<file path="config.mk">
export PLATFORM = sky130hd
export DESIGN_NAME = nrammux_pipe
export DESIGN_NICKNAME = d
export VERILOG_FILES = /design/src/rtl/nrammux_pkg.sv /design/src/rtl/nrammux_rd_pipe.sv /design/src/rtl/nrammux_pipe.sv
export SDC_FILE = /design/constraint.sdc
export NUM_CORES = 1
export LEC_CHECK = 0
export ABC_AREA = 1
export CAP_MARGIN = 20
export CORE_AREA = 2 2 270 272
export DETAILED_ROUTE_END_ITERATION = 10
export DIE_AREA = 0 0 272 274
export PLACE_DENSITY_LB_ADDON = 0.3
export SETUP_SLACK_MARGIN = 0.02
export SKIP_LAST_GASP = 1
export SLEW_MARGIN = 15
export SYNTH_ARGS = -nofsm -noshare
export SYNTH_HDL_FRONTEND = slang
export SYNTH_SLANG_ARGS = --single-unit
</file>
<file path="constraint.sdc">
create_clock -name clk -period 4.7 [get_ports clk]
set_clock_uncertainty 0.2 [all_clocks]
set_input_delay 1.175 -clock clk [delete_from_list [all_inputs] [get_ports clk]]
set_output_delay 1.175 -clock clk [all_outputs]
set_load 0.02 [all_outputs]
</file>
<file path="src/rtl/nrammux_pkg.sv">
// Shared types, limits and helpers for the nrammux_pipe scratch RAM.
package nrammux_pkg;

  typedef enum logic [0:0] {
    INIT = 1'b0,
    RUN  = 1'b1
  } state_e;

  localparam int RD_LAT_MAX = 2;

  // Unsigned address-in-range test against the configured word count.
  function automatic logic in_range(input logic [31:0] addr, input logic [31:0] depth);
    return (addr < depth);
  endfunction

endpackage

</file>
<file path="src/rtl/nrammux_rd_pipe.sv">
// Read-data/valid delay line: LAT registered stages, each stage loads data only
// when its incoming valid is set, so the last stage holds its value between reads.
module nrammux_rd_pipe
  import nrammux_pkg::*;
#(
  parameter int DATA_W = 8,
  parameter int LAT    = 1
) (
  input  logic              clk,
  input  logic              rst_n,
  input  logic              valid_i,
  input  logic [DATA_W-1:0] data_i,
  output logic              valid_o,
  output logic [DATA_W-1:0] data_o
);

  localparam int LAT_C = (LAT > RD_LAT_MAX) ? RD_LAT_MAX : ((LAT < 1) ? 1 : LAT);

  logic [DATA_W-1:0] data_q [LAT_C];
  logic [LAT_C-1:0]  valid_q;

  // Shift stages; reset drops anything in flight and clears the held output.
  always_ff @(posedge clk or negedge rst_n) begin
    if (!rst_n) begin
      for (int k = 0; k < LAT_C; k++) begin
        data_q[k] <= {DATA_W{1'b0}};
      end
      valid_q <= {LAT_C{1'b0}};
    end else begin
      valid_q[0] <= valid_i;
      if (valid_i) begin
        data_q[0] <= data_i;
      end
      for (int k = 1; k < LAT_C; k++) begin
        valid_q[k] <= valid_q[k-1];
        if (valid_q[k-1]) begin
          data_q[k] <= data_q[k-1];
        end
      end
    end
  end

  assign valid_o = valid_q[LAT_C-1];
  assign data_o  = data_q[LAT_C-1];

endmodule

</file>
<file path="src/rtl/nrammux_pipe.sv">
// DEPTH x DATA_W one-write/one-read scratch RAM with post-reset zeroing sweep,
// pipelined reads and a sticky range-error flag. NRAMMUX_BYPASS_EN forwards io_D.
module nrammux_pipe
  import nrammux_pkg::*;
#(
  parameter int DATA_W = 8,
  parameter int ADDR_W = 6,
  parameter int DEPTH  = 64,
  parameter int RD_LAT = 1
) (
  input  logic              clk,
  input  logic              reset,
  input  logic [DATA_W-1:0] io_D,
  input  logic [ADDR_W-1:0] io_WADD,
  input  logic              io_WEN,
  input  logic [ADDR_W-1:0] io_RADD,
  input  logic              io_REN,
  output logic [DATA_W-1:0] io_Q,
  output logic              io_QVALID,
  output logic              io_INIT_DONE,
  output logic              io_ERR
);

  localparam int MEM_W = (DEPTH > 1) ? $clog2(DEPTH) : 1;
  localparam logic [ADDR_W:0] LAST_C = (ADDR_W+1)'(DEPTH - 1);

  logic [DATA_W-1:0] mem [DEPTH];

  state_e          state_q, state_d;
  logic [ADDR_W:0] cnt_q, cnt_d;
  logic            init_done_q, err_q, err_d;

  logic              wr_ok_s, rd_ok_s, run_s;
  logic              mem_we_s, rd_fire_s;
  logic [MEM_W-1:0]  mem_wa_s;
  logic [DATA_W-1:0] mem_wd_s, rd_data_s;

  assign run_s   = (state_q == RUN);
  assign wr_ok_s = in_range(32'(io_WADD), 32'(DEPTH));
  assign rd_ok_s = in_range(32'(io_RADD), 32'(DEPTH));

  // Sweep sequencing, write-port steering and error accumulation.
  always_comb begin
    state_d  = state_q;
    cnt_d    = cnt_q;
    err_d    = err_q;
    mem_we_s = 1'b0;
    mem_wa_s = io_WADD[MEM_W-1:0];
    mem_wd_s = io_D;
    case (state_q)
      INIT: begin
        mem_we_s = 1'b1;
        mem_wa_s = cnt_q[MEM_W-1:0];
        mem_wd_s = {DATA_W{1'b0}};
        cnt_d    = cnt_q + {{ADDR_W{1'b0}}, 1'b1};
        if (cnt_q == LAST_C) begin
          state_d = RUN;
        end else begin
          state_d = INIT;
        end
      end
      RUN: begin
        mem_we_s = io_WEN & wr_ok_s;
        if ((io_WEN & ~wr_ok_s) | (io_REN & ~rd_ok_s)) begin
          err_d = 1'b1;
        end else begin
          err_d = err_q;
        end
      end
      default: begin
        state_d = INIT;
        cnt_d   = {(ADDR_W+1){1'b0}};
      end
    endcase
  end

  // Array read: out-of-range returns zero; optional same-address forwarding.
  always_comb begin
    rd_fire_s = io_REN & run_s;
    if (rd_ok_s) begin
      rd_data_s = mem[io_RADD[MEM_W-1:0]];
`ifdef NRAMMUX_BYPASS_EN
      if (io_WEN && (io_WADD == io_RADD)) begin
        rd_data_s = io_D;
      end else begin
        rd_data_s = mem[io_RADD[MEM_W-1:0]];
      end
`endif
    end else begin
      rd_data_s = {DATA_W{1'b0}};
    end
  end

  // Control state; contents of the array are cleared by the sweep, not here.
  always_ff @(posedge clk or negedge reset) begin
    if (!reset) begin
      state_q     <= INIT;
      cnt_q       <= {(ADDR_W+1){1'b0}};
      init_done_q <= 1'b0;
      err_q       <= 1'b0;
    end else begin
      state_q     <= state_d;
      cnt_q       <= cnt_d;
      init_done_q <= (state_d == RUN);
      err_q       <= err_d;
    end
  end

  // Storage array write port.
  always_ff @(posedge clk) begin
    if (mem_we_s) begin
      mem[mem_wa_s] <= mem_wd_s;
    end
  end

  nrammux_rd_pipe #(
    .DATA_W (DATA_W),
    .LAT    (RD_LAT)
  ) u_rd_pipe (
    .clk     (clk),
    .rst_n   (reset),
    .valid_i (rd_fire_s),
    .data_i  (rd_data_s),
    .valid_o (io_QVALID),
    .data_o  (io_Q)
  );

  assign io_INIT_DONE = init_done_q;
  assign io_ERR       = err_q;

endmodule

</file>
==> impl_metrics.prom, run 1 <==
# TYPE chip_impl_metric gauge
chip_impl_metric{name="cts.repair_timing.setup_buffer_count",unit=""} 0
chip_impl_metric{name="area.growth.synth_to_final",unit="%"} 14.8
chip_impl_metric{name="power.switching",unit="mW"} 2.13
chip_impl_metric{name="synthesis.area",unit="mm2"} 0.0220
chip_impl_metric{name="number_of_antenna_violations_at_the_first_check_in_global_routing",unit=""} 0
chip_impl_metric{name="async_flop_share",unit="%"} 3.21
chip_impl_metric{name="tightestPinTransition",unit="ns"} 0.967
chip_impl_metric{name="clock_power_share",unit="%"} 44.1
chip_impl_metric{name="drc",unit=""} 0
chip_impl_metric{name="max_root_sink_buffers",unit=""} 3
chip_impl_metric{name="largest_net_degree_at_the_start_of_global_routing",unit=""} 169
chip_impl_metric{name="achievable-frequency",unit="GHz"} 0.286
chip_impl_metric{name="vias_in_the_first_global_route",unit=""} 13800
chip_impl_info{name="unrepaired_setup_endpoints_after_global_routing",value="false"} 1
chip_impl_info{name="setup.worst_path.end_class",value="output pin"} 1
chip_impl_metric{name="critPathRequiredTime",unit="ns"} 3.32
chip_impl_metric{name="slew_headroom",unit="%"} 35.3
chip_impl_info{name="outcome",value="completed"} 1
chip_impl_metric{name="place.port_buffers",unit=""} 33
chip_impl_metric{name="antenna_cells_inserted",unit=""} 0
chip_impl_metric{name="clock_latency",unit="ns"} 0.60
chip_impl_info{name="crit_path_cell_trace",value="clkdlybuf4s50_1"} 1
chip_impl_metric{name="yosysWarningCount",unit=""} 0
chip_impl_metric{name="worst_ep_arrival_time",unit="ns"} 2.12
chip_impl_metric{name="overflow",unit=""} 0
chip_impl_info{name="yosys-top-cells-count",value="632 x sky130_fd_sc_hd__nand2_1, 512 x sky130_fd_sc_hd__edfxtp_1, 467 x sky130_fd_sc_hd__nand3_1"} 1
chip_impl_metric{name="dieWidth",unit="um"} 272
chip_impl_metric{name="timing.critical_path.slowest_cell_delay",unit="ns"} 0.78
chip_impl_info{name="cp_slowest_cell",value="sky130_fd_sc_hd__dfrtp_1"} 1
chip_impl_metric{name="dp_hpwl",unit="mm"} 34.8
chip_impl_info{name="critical-path-top-delay-family",value="flip-flops"} 1
chip_impl_metric{name="vdd_ir_drop_max",unit="uV"} 276
chip_impl_metric{name="powerDensity",unit="mW/mm2"} 395
chip_impl_metric{name="cts_repair_resize_count",unit=""} 0
chip_impl_metric{name="clk_transition_reported_paths",unit="ns"} 0.06
chip_impl_metric{name="vias_cell",unit=""} 4.86
chip_impl_metric{name="hold_buffers",unit=""} 0
chip_impl_metric{name="final_cell_count_no_fill",unit=""} 2932
chip_impl_metric{name="ctsHtreeMaxLevel",unit=""} 2
chip_impl_metric{name="via_count",unit=""} 14200
chip_impl_metric{name="synth_seq_area_share",unit="%"} 71.9
chip_impl_metric{name="die_area",unit="mm2"} 0.0745
chip_impl_metric{name="share_comb_of_total_power",unit="%"} 4.8
chip_impl_metric{name="placed_cells",unit=""} 2831
chip_impl_info{name="holdCritPathClass",value="register to register"} 1
chip_impl_metric{name="synth_largest_type_area_fraction",unit="%"} 69.9
chip_impl_metric{name="path_max_fanout",unit=""} 18
chip_impl_metric{name="flop_pwr_share",unit="%"} 51.1
chip_impl_metric{name="final.setup.tns",unit="ns"} 0
chip_impl_info{name="ys_flop_type",value="sky130_fd_sc_hd__edfxtp_1"} 1
chip_impl_info{name="critical_path.startpoint_type",value="register"} 1
chip_impl_metric{name="final_core_util",unit="%"} 35.1
chip_impl_metric{name="report.final.hold_viol_count",unit=""} 0
chip_impl_metric{name="layout.filler_cells",unit=""} 7050
chip_impl_metric{name="timing.final.crit_period",unit="ns"} 3.49
chip_impl_metric{name="setup-violations-final",unit=""} 0
chip_impl_metric{name="globalRouteTotalUtil",unit="%"} 15.4
chip_impl_metric{name="routed_wirelength",unit="mm"} 58.2
chip_impl_info{name="synth.most_common_cell",value="sky130_fd_sc_hd__nand2_1"} 1
chip_impl_metric{name="drt_iter0_drcs",unit=""} 1482
chip_impl_metric{name="floorplan.die.height",unit="um"} 274
chip_impl_metric{name="mappedNetlistNets",unit=""} 1895
chip_impl_metric{name="power_leakage",unit="nW"} 8.77
chip_impl_metric{name="routed_wire_length_per_instance",unit="um"} 19.8
chip_impl_metric{name="first_pass_iters",unit=""} 5
chip_impl_metric{name="number_of_different_library_cells_in_the_post_synthesis_netlist",unit=""} 31
chip_impl_metric{name="postSynthRegisterBits",unit=""} 529
chip_impl_metric{name="count_of_flip_flops_with_a_built_in_enable_after_synthesis",unit=""} 512
chip_impl_metric{name="layout-drive-gt1-share",unit="%"} 9.93
chip_impl_metric{name="cts.sinks",unit=""} 529
chip_impl_metric{name="finalMaxSlewViolations",unit=""} 0
chip_impl_metric{name="gpl.final_weighted_congestion",unit=""} 0.804
chip_impl_info{name="synth_top_area_cell",value="sky130_fd_sc_hd__edfxtp_1"} 1
chip_impl_info{name="ctsRootBufferMaster",value="sky130_fd_sc_hd__clkbuf_16"} 1
chip_impl_metric{name="fin_crit_sh",unit="%"} 74.3
chip_impl_metric{name="postSynthAreaPerCell",unit="um2"} 11.8
chip_impl_metric{name="drt.antenna.violating_nets",unit=""} 0
chip_impl_metric{name="critical_path_buf_inv_count",unit=""} 1
chip_impl_metric{name="max_cap_violations",unit=""} 0
chip_impl_metric{name="nNetsFinal",unit=""} 1953
chip_impl_info{name="critPathKind",value="register to output pin"} 1
chip_impl_metric{name="swShare",unit="%"} 21.4
chip_impl_metric{name="num_rows",unit=""} 99
chip_impl_info{name="tritoncts_clock_tree",value="built"} 1
chip_impl_metric{name="global_route_wire_length_before_repair",unit="mm"} 87.1
chip_impl_metric{name="netlist_instances",unit=""} 1870
chip_impl_metric{name="cts-buffers-inserted",unit=""} 54
chip_impl_info{name="ys_top_cells_by_area",value="sky130_fd_sc_hd__edfxtp_1 70%, sky130_fd_sc_hd__nand2_1 11%, sky130_fd_sc_hd__nand3_1 11%"} 1
chip_impl_metric{name="intPower",unit="mW"} 7.84
chip_impl_metric{name="core_region",unit="mm2"} 0.0720
chip_impl_metric{name="floorplan.io_pins",unit=""} 35
chip_impl_metric{name="initial_utilization",unit="%"} 30.5
power groups by stage:
stage          Combinational, mW  Sequential, mW  Clock (mW)
3_5_place_dp               0.483            5.19           0
3_3_place_gp               0.482            5.19           0
4_1_cts                    0.484            5.09        4.48
5_1_grt                    0.536            5.09        4.66
6_report                   0.482            5.09        4.40
2_1_floorplan              0.353            5.19           0
flip-flops by register name, indices dropped and copies added, names as in the netlist:
signal,count
io_INIT_DONE,1
u_rd_pipe.valid_o,1
cnt_q,7
mem,512
u_rd_pipe.data_o,8
layout by cell type (no fill, tap or decap):
cell	n
sky130_fd_sc_hd__inv_6	2
sky130_fd_sc_hd__nand3_4	1
sky130_fd_sc_hd__clkinv_2	20
sky130_fd_sc_hd__or2_1	2
sky130_fd_sc_hd__buf_6	1
sky130_fd_sc_hd__buf_4	78
sky130_fd_sc_hd__or2_2	1
sky130_fd_sc_hd__clkdlybuf4s50_1	30
sky130_fd_sc_hd__bufinv_16	6
sky130_fd_sc_hd__and3_1	1
sky130_fd_sc_hd__nand3_1	467
sky130_fd_sc_hd__xor2_1	4
sky130_fd_sc_hd__nand3_2	4
sky130_fd_sc_hd__buf_2	1
sky130_fd_sc_hd__edfxtp_1	512
sky130_fd_sc_hd__inv_4	4
sky130_fd_sc_hd__buf_12	6
sky130_fd_sc_hd__nor2_1	60
sky130_fd_sc_hd__nor2_2	2
sky130_fd_sc_hd__inv_1	11
sky130_fd_sc_hd__inv_2	4
sky130_fd_sc_hd__nand4_1	8
sky130_fd_sc_hd__o21a_2	1
sky130_fd_sc_hd__nor4_1	8
sky130_fd_sc_hd__nand2_1	632
sky130_fd_sc_hd__o21ai_4	2
sky130_fd_sc_hd__clkinv_1	8
sky130_fd_sc_hd__o21ai_2	2
sky130_fd_sc_hd__nor2_4	1
sky130_fd_sc_hd__xnor2_1	2
sky130_fd_sc_hd__ha_1	1
sky130_fd_sc_hd__clkbuf_1	13
sky130_fd_sc_hd__clkbuf_8	2
sky130_fd_sc_hd__conb_1	1
sky130_fd_sc_hd__dfrtp_1	17
sky130_fd_sc_hd__clkbuf_16	58
kinds of logic (layout without fill, tap and decap cells):
kind of cell	count (synthesis)	after routing	share of synthesized area [%]
simple gates	1187	1187	23.4
flops	529	529	71.9
buf+inv	141	244	4.16
xor+xnor	6	6	0.239
compound gates	5	5	0.268
fa+ha+maj	1	1	0.0569
other cells	1	1	0.0171
layer usage:
metal,vias to the layer above,wire [um],global-route usage (%)
met5,-,0,0
met4,0,1460,4.05
met3,97,3190,2.18
met2,429,27500,25.3
met1,7025,26000,21.5
li1,6691,-,-
path summary, 6_finish.rpt:
kind | startpoint | endpoint | slack [ns] | cells past startpoint
max in group asynchronous | reset | u_rd_pipe.data_o[0]$_DFFE_PN0P_ | 2.80 | 1
worst max-delay path | io_INIT_DONE$_DFF_PN0_ | io_INIT_DONE | 1.21 | 1
worst max register to register | io_INIT_DONE$_DFF_PN0_ | mem[48][3]$_DFFE_PP_ | 1.33 | 7
min in group asynchronous | reset | io_INIT_DONE$_DFF_PN0_ | 0.91 | 1
worst min register to register | u_rd_pipe.data_o[0]$_DFFE_PN0P_ | u_rd_pipe.data_o[0]$_DFFE_PN0P_ | 0.29 | 2
worst min-delay path | u_rd_pipe.data_o[0]$_DFFE_PN0P_ | u_rd_pipe.data_o[0]$_DFFE_PN0P_ | 0.29 | 2
final cells by class:
cell class / instances / area (um2) / area share (%)
clock inverters: 28 / 287 / 1.14
well taps: 959 / 1200 / 4.76
repair buffers: 116 / 1020 / 4.05
inverters: 27 / 123 / 0.486
multi-input cells: 1200 / 5270 / 20.9
flip-flops and latches: 529 / 15800 / 62.6
clock buffers: 73 / 1530 / 6.06
per-stage QoR:
stage / hold WS [ns] / worst slack [ns] / power [mW] / cell area (um2)
finish: 0.288 / 1.21 / 9.97 / 25200
global route: 0.330 / 1.09 / 10.3 / 25200
CTS: 0.290 / 1.17 / 10.1 / 25200
detailed placement: 0.274 / 0.736 / 5.67 / 23400
global placement: 0.279 / 0.780 / 5.67 / 23400
floorplan: 0.278 / 1.48 / 5.54 / 22000
No activity file was read; power rests on OpenSTA's default activity.
==> run 2: changes to the inputs <==
==> constraint.sdc (replaced) <==
create_clock -name clk -period 2.9 [get_ports clk]
set_clock_uncertainty 0.2 [all_clocks]
set_input_delay 0.725 -clock clk [delete_from_list [all_inputs] [get_ports clk]]
set_output_delay 0.725 -clock clk [all_outputs]
set_load 0.02 [all_outputs]
==> run 2 against run 1 <==
Against the previous run:
- total power up 59%
- first-iteration DRC count is 6.1% lower
- sequential share of layout area down 1.6 points
- critical endpoint unchanged
- die area unchanged
- flip-flop and latch count stayed put
- clock power up 53%
- combinational power rose by 70%
- final cell count grew 2.0%
- critical path depth grew 1
- setup slack worse by 1.1 ns
- via count is 1.4% higher
==> impl_metrics.prom, run 2 (synthesis gave the netlist of run 1 again) <==
# TYPE chip_impl_metric gauge
chip_impl_info{name="outcome",value="completed"} 1
chip_impl_metric{name="worst_ep_arrival_time",unit="ns"} 1.86
chip_impl_metric{name="met3_routing_resource_usage_after_global_routing",unit="%"} 2.64
chip_impl_metric{name="clk_transition_reported_paths",unit="ns"} 0.06
chip_impl_metric{name="drt_iter0_drcs",unit=""} 1391
chip_impl_metric{name="max_cap_violations",unit=""} 0
chip_impl_metric{name="hold_worst_slack",unit="ns"} 0.315
chip_impl_metric{name="dieWidth",unit="um"} 272
chip_impl_metric{name="vdd_ir_drop_max",unit="uV"} 368
chip_impl_metric{name="drt.antenna.violating_nets",unit=""} 0
chip_impl_metric{name="cts.sinks",unit=""} 529
chip_impl_info{name="worst_r2r_endpoint",value="mem[54][1]$_DFFE_PP_"} 1
chip_impl_metric{name="timing.final.crit_period",unit="ns"} 2.79
chip_impl_metric{name="gpl.final_weighted_congestion",unit=""} 0.815
chip_impl_metric{name="largest_net_degree_at_the_start_of_global_routing",unit=""} 97
chip_impl_info{name="largest-register",value="mem"} 1
chip_impl_metric{name="powerDensity",unit="mW/mm2"} 611
chip_impl_metric{name="core_region",unit="mm2"} 0.0720
chip_impl_metric{name="cts_repair_resize_count",unit=""} 0
chip_impl_metric{name="final_critical_path_setup_slack",unit="ns"} 0.111
chip_impl_metric{name="nNetsFinal",unit=""} 2010
chip_impl_metric{name="clock_latency",unit="ns"} 0.60
chip_impl_metric{name="layout-drive-gt1-share",unit="%"} 12.8
chip_impl_info{name="unrepaired_setup_endpoints_after_global_routing",value="false"} 1
chip_impl_metric{name="area.growth.synth_to_final",unit="%"} 17.7
chip_impl_metric{name="tightestPinTransition",unit="ns"} 0.904
chip_impl_metric{name="setup-violations-final",unit=""} 0
chip_impl_metric{name="initial_utilization",unit="%"} 30.5
chip_impl_metric{name="met2_usage",unit="%"} 25.6
chip_impl_metric{name="min_delay_path_depth",unit=""} 3
chip_impl_metric{name="routed_wirelength",unit="mm"} 58.0
chip_impl_metric{name="floorplan.io_pins",unit=""} 35
chip_impl_metric{name="report.final.hold_viol_count",unit=""} 0
chip_impl_metric{name="overflow",unit=""} 0
chip_impl_info{name="crit-reg2reg-launch",value="io_INIT_DONE$_DFF_PN0_"} 1
chip_impl_metric{name="setup.reg_to_reg.worst_slack",unit="ns"} 0.29
chip_impl_metric{name="layout.filler_cells",unit=""} 6998
chip_impl_metric{name="critPathRequiredTime",unit="ns"} 1.98
chip_impl_info{name="layout.cells.most_common",value="sky130_fd_sc_hd__nand2_1"} 1
chip_impl_metric{name="globalRouteMet1Util",unit="%"} 20.7
chip_impl_metric{name="vias_cell",unit=""} 4.83
chip_impl_info{name="min-delay-start",value="cnt_q[6]$_DFFE_PN0N_"} 1
chip_impl_info{name="most-common-layout-cells",value="632 x sky130_fd_sc_hd__nand2_1, 512 x sky130_fd_sc_hd__edfxtp_1, 467 x sky130_fd_sc_hd__nand3_1"} 1
chip_impl_metric{name="dp_hpwl",unit="mm"} 35.9
chip_impl_metric{name="largest_register_ffs",unit=""} 512
chip_impl_info{name="setup.worst_path.end_class",value="output pin"} 1
chip_impl_metric{name="hold_buffers",unit=""} 0
chip_impl_info{name="grt_busiest_layer",value="met2"} 1
chip_impl_metric{name="num_rows",unit=""} 99
chip_impl_info{name="tritoncts_clock_tree",value="built"} 1
chip_impl_metric{name="fin_area",unit="mm2"} 0.0259
chip_impl_metric{name="vias_in_the_first_global_route",unit=""} 14000
chip_impl_metric{name="dp_worst_setup_slack",unit="ns"} -0.264
chip_impl_metric{name="drc",unit=""} 0
chip_impl_metric{name="achievable-frequency",unit="GHz"} 0.359
chip_impl_info{name="holdCritPathClass",value="register to register"} 1
chip_impl_metric{name="detailed_place.area",unit="mm2"} 0.0242
chip_impl_metric{name="via_count",unit=""} 14400
chip_impl_metric{name="finalMaxSlewViolations",unit=""} 0
chip_impl_info{name="worstHoldEndpoint",value="io_INIT_DONE$_DFF_PN0_"} 1
chip_impl_metric{name="floorplan.die.height",unit="um"} 274
chip_impl_metric{name="timing.reg2reg.worst_path_depth",unit=""} 7
chip_impl_info{name="critPathKind",value="register to output pin"} 1
chip_impl_metric{name="routed_wire_length_per_instance",unit="um"} 19.4
chip_impl_metric{name="global_route_wire_length_before_repair",unit="mm"} 86.5
chip_impl_metric{name="total_power",unit="mW"} 15.8
chip_impl_metric{name="path_max_fanout",unit=""} 17
chip_impl_info{name="critical_path.startpoint_type",value="register"} 1
chip_impl_metric{name="power_leakage",unit="nW"} 9.10
chip_impl_metric{name="fin_crit_sh",unit="%"} 96.2
chip_impl_metric{name="slew_headroom",unit="%"} 39.5
chip_impl_info{name="ctsRootBufferMaster",value="sky130_fd_sc_hd__clkbuf_16"} 1
chip_impl_metric{name="cts.repair_timing.setup_buffer_count",unit=""} 0
chip_impl_metric{name="max_root_sink_buffers",unit=""} 3
chip_impl_metric{name="final.setup.tns",unit="ns"} 0
chip_impl_metric{name="first_pass_iters",unit=""} 5
chip_impl_metric{name="die_area",unit="mm2"} 0.0745
chip_impl_metric{name="cts-buffers-inserted",unit=""} 53
chip_impl_metric{name="place.port_buffers",unit=""} 33
chip_impl_metric{name="globalRouteTotalUtil",unit="%"} 15.4
chip_impl_metric{name="ctsHtreeMaxLevel",unit=""} 2
chip_impl_metric{name="number_of_antenna_violations_at_the_first_check_in_global_routing",unit=""} 1
==> run 2: how the worst max path moves through the flow <==
stage / start / to / cells past startpoint
6_report: io_INIT_DONE$_DFF_PN0_ / io_INIT_DONE / 2
3_3_place_gp: io_WADD[4] / mem[55][5]$_DFFE_PP_ / 7
3_5_place_dp: io_WADD[4] / mem[55][5]$_DFFE_PP_ / 7
4_1_cts: io_INIT_DONE$_DFF_PN0_ / io_INIT_DONE / 2
5_1_grt: io_INIT_DONE$_DFF_PN0_ / io_INIT_DONE / 2
2_1_floorplan: io_WADD[4] / mem[44][0]$_DFFE_PP_ / 6
==> run 2: critical path: stages (launching register included) <==
cell	delay, ns
sky130_fd_sc_hd__dfrtp_1	0.37
sky130_fd_sc_hd__buf_4	0.25
sky130_fd_sc_hd__clkdlybuf4s50_1	0.64
==> run 2: metal layers <==
metal / part of all wire [%] / up-vias
met2: 48 / 432
met3: 5.4 / 95
met1: 44 / 7111
met4: 2.6 / 2
li1: - / 6796
met5: 0.022 / -
==> run 2: report_power, final <==
| part | leakage [nW] | internal (mW) | switching [mW] | total [mW] |
|---|---|---|---|---|
| logic | 4.47 | 0.271 | 0.548 | 0.819 |
| registers | 3.79 | 8.25 | 0 | 8.25 |
| clock network | 0.850 | 3.84 | 2.90 | 6.74 |
| total | 9.10 | 12.4 | 3.45 | 15.8 |
==> run 2: final cells by class <==
| class | count | area, um2 | share of cell area (%) |
|---|---|---|---|
| sequential | 529 | 15800 | 61.1 |
| multi-input combinational | 1200 | 5270 | 20.4 |
| timing repair buffer | 174 | 1780 | 6.89 |
| clock buffer | 61 | 1410 | 5.44 |
| tap | 959 | 1200 | 4.64 |
| clock inverter | 39 | 307 | 1.18 |
| inverter | 27 | 109 | 0.421 |
| antenna | 1 | 2.50 | 0.00967 |
==> run 2: through the flow <==
stage	instances	utilization, %
2_1_floorplan	1870	-
3_3_place_gp	2889	33.6
3_5_place_dp	2889	33.6
4_1_cts	2989	36.0
5_1_grt	2989	36.0
6_report	2990	36.0
==> patch 1 (settings of run 1) <==
Add an input register stage for `io_REN`, without a reset; this delays it by one clock. The other inputs are not delayed to match.
--- a/src/rtl/nrammux_pipe.sv
+++ b/src/rtl/nrammux_pipe.sv
@@ -23,6 +23,12 @@
 
   localparam int MEM_W = (DEPTH > 1) ? $clog2(DEPTH) : 1;
   localparam logic [ADDR_W:0] LAST_C = (ADDR_W+1)'(DEPTH - 1);
+
+  logic io_REN_q;
+
+  always_ff @(posedge clk) begin
+    io_REN_q <= io_REN;
+  end
 
   logic [DATA_W-1:0] mem [DEPTH];
 
@@ -61,7 +67,7 @@
       end
       RUN: begin
         mem_we_s = io_WEN & wr_ok_s;
-        if ((io_WEN & ~wr_ok_s) | (io_REN & ~rd_ok_s)) begin
+        if ((io_WEN & ~wr_ok_s) | (io_REN_q & ~rd_ok_s)) begin
           err_d = 1'b1;
         end else begin
           err_d = err_q;
@@ -76,7 +82,7 @@
 
   // Array read: out-of-range returns zero; optional same-address forwarding.
   always_comb begin
-    rd_fire_s = io_REN & run_s;
+    rd_fire_s = io_REN_q & run_s;
     if (rd_ok_s) begin
       rd_data_s = mem[io_RADD[MEM_W-1:0]];
 `ifdef NRAMMUX_BYPASS_EN
Formal check against the unedited RTL: no difference found for any inputs over 10 cycles, from zero or initial values and one cycle with reset low; that may be too few to reach the edited logic, so the function may still have changed.
==> patch 1 against run 1 <==
- count of clock-buffer cells in the layout decreased by 7
- maximum frequency fell by 0.33%
- wire length rose by 3.5%
- synthesized cell count is essentially flat
- sequential power about the same
- design area increased by 0.51%
- synthesized area barely moved
- power about the same
- setup slack got worse by 0.012 ns
- sequential cell count increased by 1
- via count increased by 1.8%
==> patch 1: results (changes against run 1) <==
----------------------------------------------------
[Logic synthesis]
  Share of flip-flops with an asynchronous set or reset ... 3.21% (-0.0061 points)
  Adder-cell area share of the yosys netlist ... 0.0569% (about the same)
  Number of nets in the synthesized netlist ... 1896 (+0.053%)
  Fraction of the yosys area taken by sequential cells ... 71.9% (about the same)
  Share of the synthesized area in compound gates (AO/OA/AOI/OAI) ... 0.267% (about the same)

[Global route]
  Maximum number of pins on one net before global-route repair ... 163 (-3.6%)
  Global routing usage summed across all routing layers ... 16.0% (+0.58 points)
  Antenna violations before repair ... 1 (+1)
  First-pass GRT wire length ... 90100 um (+3.5%)
  Via count of the first global-routing pass ... 14000 (+1.4%)

[Worst hold path]
  Endpoint, Worst Hold ... io_INIT_DONE
  Count of cells along the worst hold path ... 3 (+1)
  Min-delay src ... cnt_q[6]

[Pwr]
  Clock group share of total power ... 43.9% (-0.2 points)
  Leakage ... 0.00879 uW (+0.29%)

[Placement]
  Weighted congestion at the end of routability-driven global placement ... 0.813 (+1.2%)
  DP Wirelength ... 36300 um (+4.3%)

[Drt]
  Routed metal-1 wirelength ... 27100 um (+4.3%)
  Wire length per cell ... 20.5 um (+3.2%)
  Drt initial violations ... 1453 (-2.0%)
  Via/cell ratio ... 4.93 (+1.4%)
  Top routing layer in use ... met5

[Timing]
  Worst rel slew slack ... 32.5% (-2.8 points)

[Layout]
  Number of nets at the end of the flow ... 1964 (+0.56%)
  Ratio of cells with drive above 1 in the final layout ... 10.3% (+0.35 points)

[Worst setup path]
  FF-to-FF setup slack ... 1.20 ns (-0.13 ns)

[Run status]
  Result of the run ... complete, no violations

[Clock network]
  Number of buffers created by CTS ... 55 (+1.9%)

----------------------------------------------------
patch 1: cells by family after synthesis:
logic type	after synthesis
XOR/XNOR	6
flip-flops	530
other	1
AO/OA/AOI/OAI	5
adder cells (fa/ha/maj)	1
buffers and inverters	141
AND/OR/NAND/NOR	1187
patch 1: cell type report:
type / count / area [um^2]
Multi-Input combinational cell: 1200 / 5270
Clock buffer: 66 / 1460
Tap cell: 959 / 1200
Fill cell: 6995 / 46600
Clock inverter: 35 / 347
Inverter: 27 / 113
Timing Repair Buffer: 125 / 1150
Sequential cell: 530 / 15800
patch 1: per-stage QoR:
step | setup WS, ns | instance area, um^2 | hold WS (ns) | total power (uW) | std cells
global route | 0.998 | 25400 | 0.333 | 10300 | 2942
floorplan | 1.48 | 22000 | 0.278 | 5550 | 1871
CTS | 1.19 | 25300 | 0.311 | 10000 | 2941
detailed placement | 0.620 | 23500 | 0.298 | 5680 | 2840
global placement | 0.636 | 23500 | 0.292 | 5680 | 2840
finish | 1.20 | 25400 | 0.311 | 9970 | 2942
==> patch 2 (flow settings as in run 1) <==
Without the edit above. The parameter `ADDR_W` goes from 6 to 7.
--- a/src/rtl/nrammux_pipe.sv
+++ b/src/rtl/nrammux_pipe.sv
@@ -4,7 +4,7 @@
   import nrammux_pkg::*;
 #(
   parameter int DATA_W = 8,
-  parameter int ADDR_W = 6,
+  parameter int ADDR_W = 7,
   parameter int DEPTH  = 64,
   parameter int RD_LAT = 1
 ) (
Interface: changed (resized io_RADD and io_WADD); port bits go from 35 to 37. The function was not compared with the original's and may differ.
==> patch 2 against run 1 <==
- wire length is 3.3% higher
- synthesized cell count is 2.1% higher
- critical path type unchanged
- sequential power hardly changed
- design area is 0.25% higher
- power is 1.3% lower
- setup slack worse by 0.20 ns
- via count hardly changed
- clock power is 4% lower
- synthesized area is 0.66% higher
- die area stayed put
- sequential cell count is 2 higher
- first-iteration DRC count is 16% lower
==> patch 2: results (changes against run 1) <==
----------------------------------------------------
[Global route]
  Global routing usage summed across all routing layers ... 16.0% (+0.53 points)
  Maximum number of pins on one net before global-route repair ... 104 (-38%)
  Via count of the first global-routing pass ... 14100 (+2.0%)
  Antenna violations before repair ... 0 (unchanged)
  First-pass GRT wire length ... 88400 um (+1.5%)

[Logic synthesis]
  Ranking of synthesized cells by area ... sky130_fd_sc_hd__edfxtp_1 (69%), sky130_fd_sc_hd__nand2_1 (12%), sky130_fd_sc_hd__nand3_1 (9.9%), sky130_fd_sc_hd__dfrtp_1 (2.1%), sky130_fd_sc_hd__buf_6 (1.3%)
  Synthesis warning total ... 0 (unchanged)
  Commonest cells in the netlist ... sky130_fd_sc_hd__nand2_1 (692), sky130_fd_sc_hd__edfxtp_1 (512), sky130_fd_sc_hd__nand3_1 (436), sky130_fd_sc_hd__nor2_1 (73), sky130_fd_sc_hd__buf_2 (37)
  Distinct cell type count after synthesis ... 31 (unchanged)
  Number of synthesized flops with an enable pin ... 512 (unchanged)
  Fraction of the yosys area taken by sequential cells ... 71.6% (-0.25 points)
  Number of nets in the synthesized netlist ... 1936 (+2.2%)
  Share of flip-flops with an asynchronous set or reset ... 3.58% (+0.36 points)

[Clock network]
  Clk slew on worst S/H paths ... 0.06 ns (about the same)
  Number of buffers created by CTS ... 55 (+1.9%)
  Clock latency at the later pin of the worst-skew pair ... 0.59 ns
  Maximum clock insertion buffer count ... 3 (unchanged)
  Post-CTS sizing ... 0 (unchanged)
  Library cell used as clock root buffer ... sky130_fd_sc_hd__clkbuf_16
  Post-CTS Setup Bufs ... 0 (unchanged)
  Htree depth ... 2 (unchanged)

[Placement]
  Weighted congestion at the end of routability-driven global placement ... 0.801 (-0.32%)
  DP Wirelength ... 36600 um (+5.1%)
  Port bufs ... 36 (+9.1%)
  Worst setup slack before clock tree synthesis ... 0.663 ns (-0.0724 ns)

[Pwr]
  Leakage ... 0.00885 uW (+1.0%)
  Largest vdd supply drop ... 0.258 mV (-6.7%)

[Layout]
  Number of nets at the end of the flow ... 1982 (+1.5%)
  Largest register FFs ... 512 (unchanged)
  Most flops, register ... mem
  Ratio of cells with drive above 1 in the final layout ... 9.16% (-0.77 points)
  Number of fillers in the final layout ... 7065 (+0.21%)
  Antenna Diode Count ... 0 (unchanged)

[Worst hold path]
  Count of cells along the worst hold path ... 1 (-1)
  Hold Crit Class ... flop to flop

[Worst setup path]
  Worst Reg2Reg Path Length in Cells ... 6 (-1)
  Slowest CP cell ... sky130_fd_sc_hd__dfrtp_1
  Biggest fanout along the worst timing path ... 16 (-2)
  Arrival time worst endpoint ... 2.32 ns (+0.20 ns)
  Stage delay of the slowest cell on the critical path ... 0.79 ns

[Drt]
  Count of TritonRoute iterations in the first routing pass ... 5 (unchanged)
  Via/cell ratio ... 4.81 (-0.87%)
  Wire length per cell ... 20.3 um (+2.5%)
  Drt initial violations ... 1250 (-16%)

[Run status]
  Result of the run ... complete, no violations

[Timing]
  Worst-Margin Slew ... 1.05 ns (+0.0789 ns)

----------------------------------------------------
==> patch 2: cell types whose count changed in the layout (fill, tap and decap cells not counted), moves of 8 or more <==
cell                      change
sky130_fd_sc_hd__nand3_1     -31
sky130_fd_sc_hd__nor4_1       -8
sky130_fd_sc_hd__buf_4       -23
sky130_fd_sc_hd__nor2_1      +13
sky130_fd_sc_hd__nand4_1      -8
sky130_fd_sc_hd__nand4_2      +8
sky130_fd_sc_hd__nand2_1     +60
==> patch 2: worst paths after layout <==
kind                                    from             endpoint  slack [ns]
worst max-delay path            io_INIT_DONE         io_INIT_DONE        1.00
min in group asynchronous              reset  u_rd_pipe.data_o[2]        0.76
worst min-delay path                cnt_q[6]         io_INIT_DONE        0.26
worst max register to register  io_INIT_DONE           mem[37][6]        1.29
worst min register to register      cnt_q[6]         io_INIT_DONE        0.26
max in group asynchronous              reset               io_ERR        3.26
==> patch 2: critical path: cells and delay by family (launching register included) <==
kind,cells,cell delay (ns)
buffers and inverters,2,0.94
flip-flops,1,0.79
==> patch 2: through the flow <==
stage               total power, uW  instances  cell area, um^2  hold WS [ns]
finish                         9840       2956            25300         0.257
global route                  10100       2956            25300         0.276
CTS                            9910       2955            25300         0.265
detailed placement             5710       2856            23500         0.256
global placement               5700       2856            23500         0.246
floorplan                      5570       1909            22100         0.229
==> patch 2: area by class of cell <==
| class | instances | area [um^2] | area share [%] |
|---|---|---|---|
| flip-flops and latches | 531 | 15900 | 62.7 |
| multi-input cells | 1238 | 5410 | 21.4 |
| clock buffers | 76 | 1530 | 6.04 |
| well taps | 959 | 1200 | 4.74 |
| repair buffers | 100 | 967 | 3.82 |
| clock inverters | 23 | 215 | 0.851 |
| inverters | 29 | 125 | 0.495 |
==> patch 2: cell families after synthesis <==
family / count (synthesis) / share of synthesized area [%]
AOI/OAI and AO/OA: 7 / 0.334
DFF: 531 / 71.6
adders and majority gates: 1 / 0.0565
buffers and inverters: 140 / 3.94
xor gates and xnor gates: 6 / 0.237
and+or+nand+nor: 1224 / 23.8
==> patch 2: routing by layer <==
metal,GRT usage (%),vias up,share of wire (%),wire length (um)
met1,21.0,6953,43,25900
met2,26.9,452,48,28900
met3,2.72,89,6.2,3750
met4,4.96,0,2.6,1530
li1,-,6739,-,-
met5,0,-,0,0
==> patch 2: where the power goes <==
part | internal [uW] | switching (uW) | total, uW
clock | 2480 | 1750 | 4230
combinational | 154 | 351 | 504
sequential | 5110 | 0 | 5110
total | 7740 | 2100 | 9840
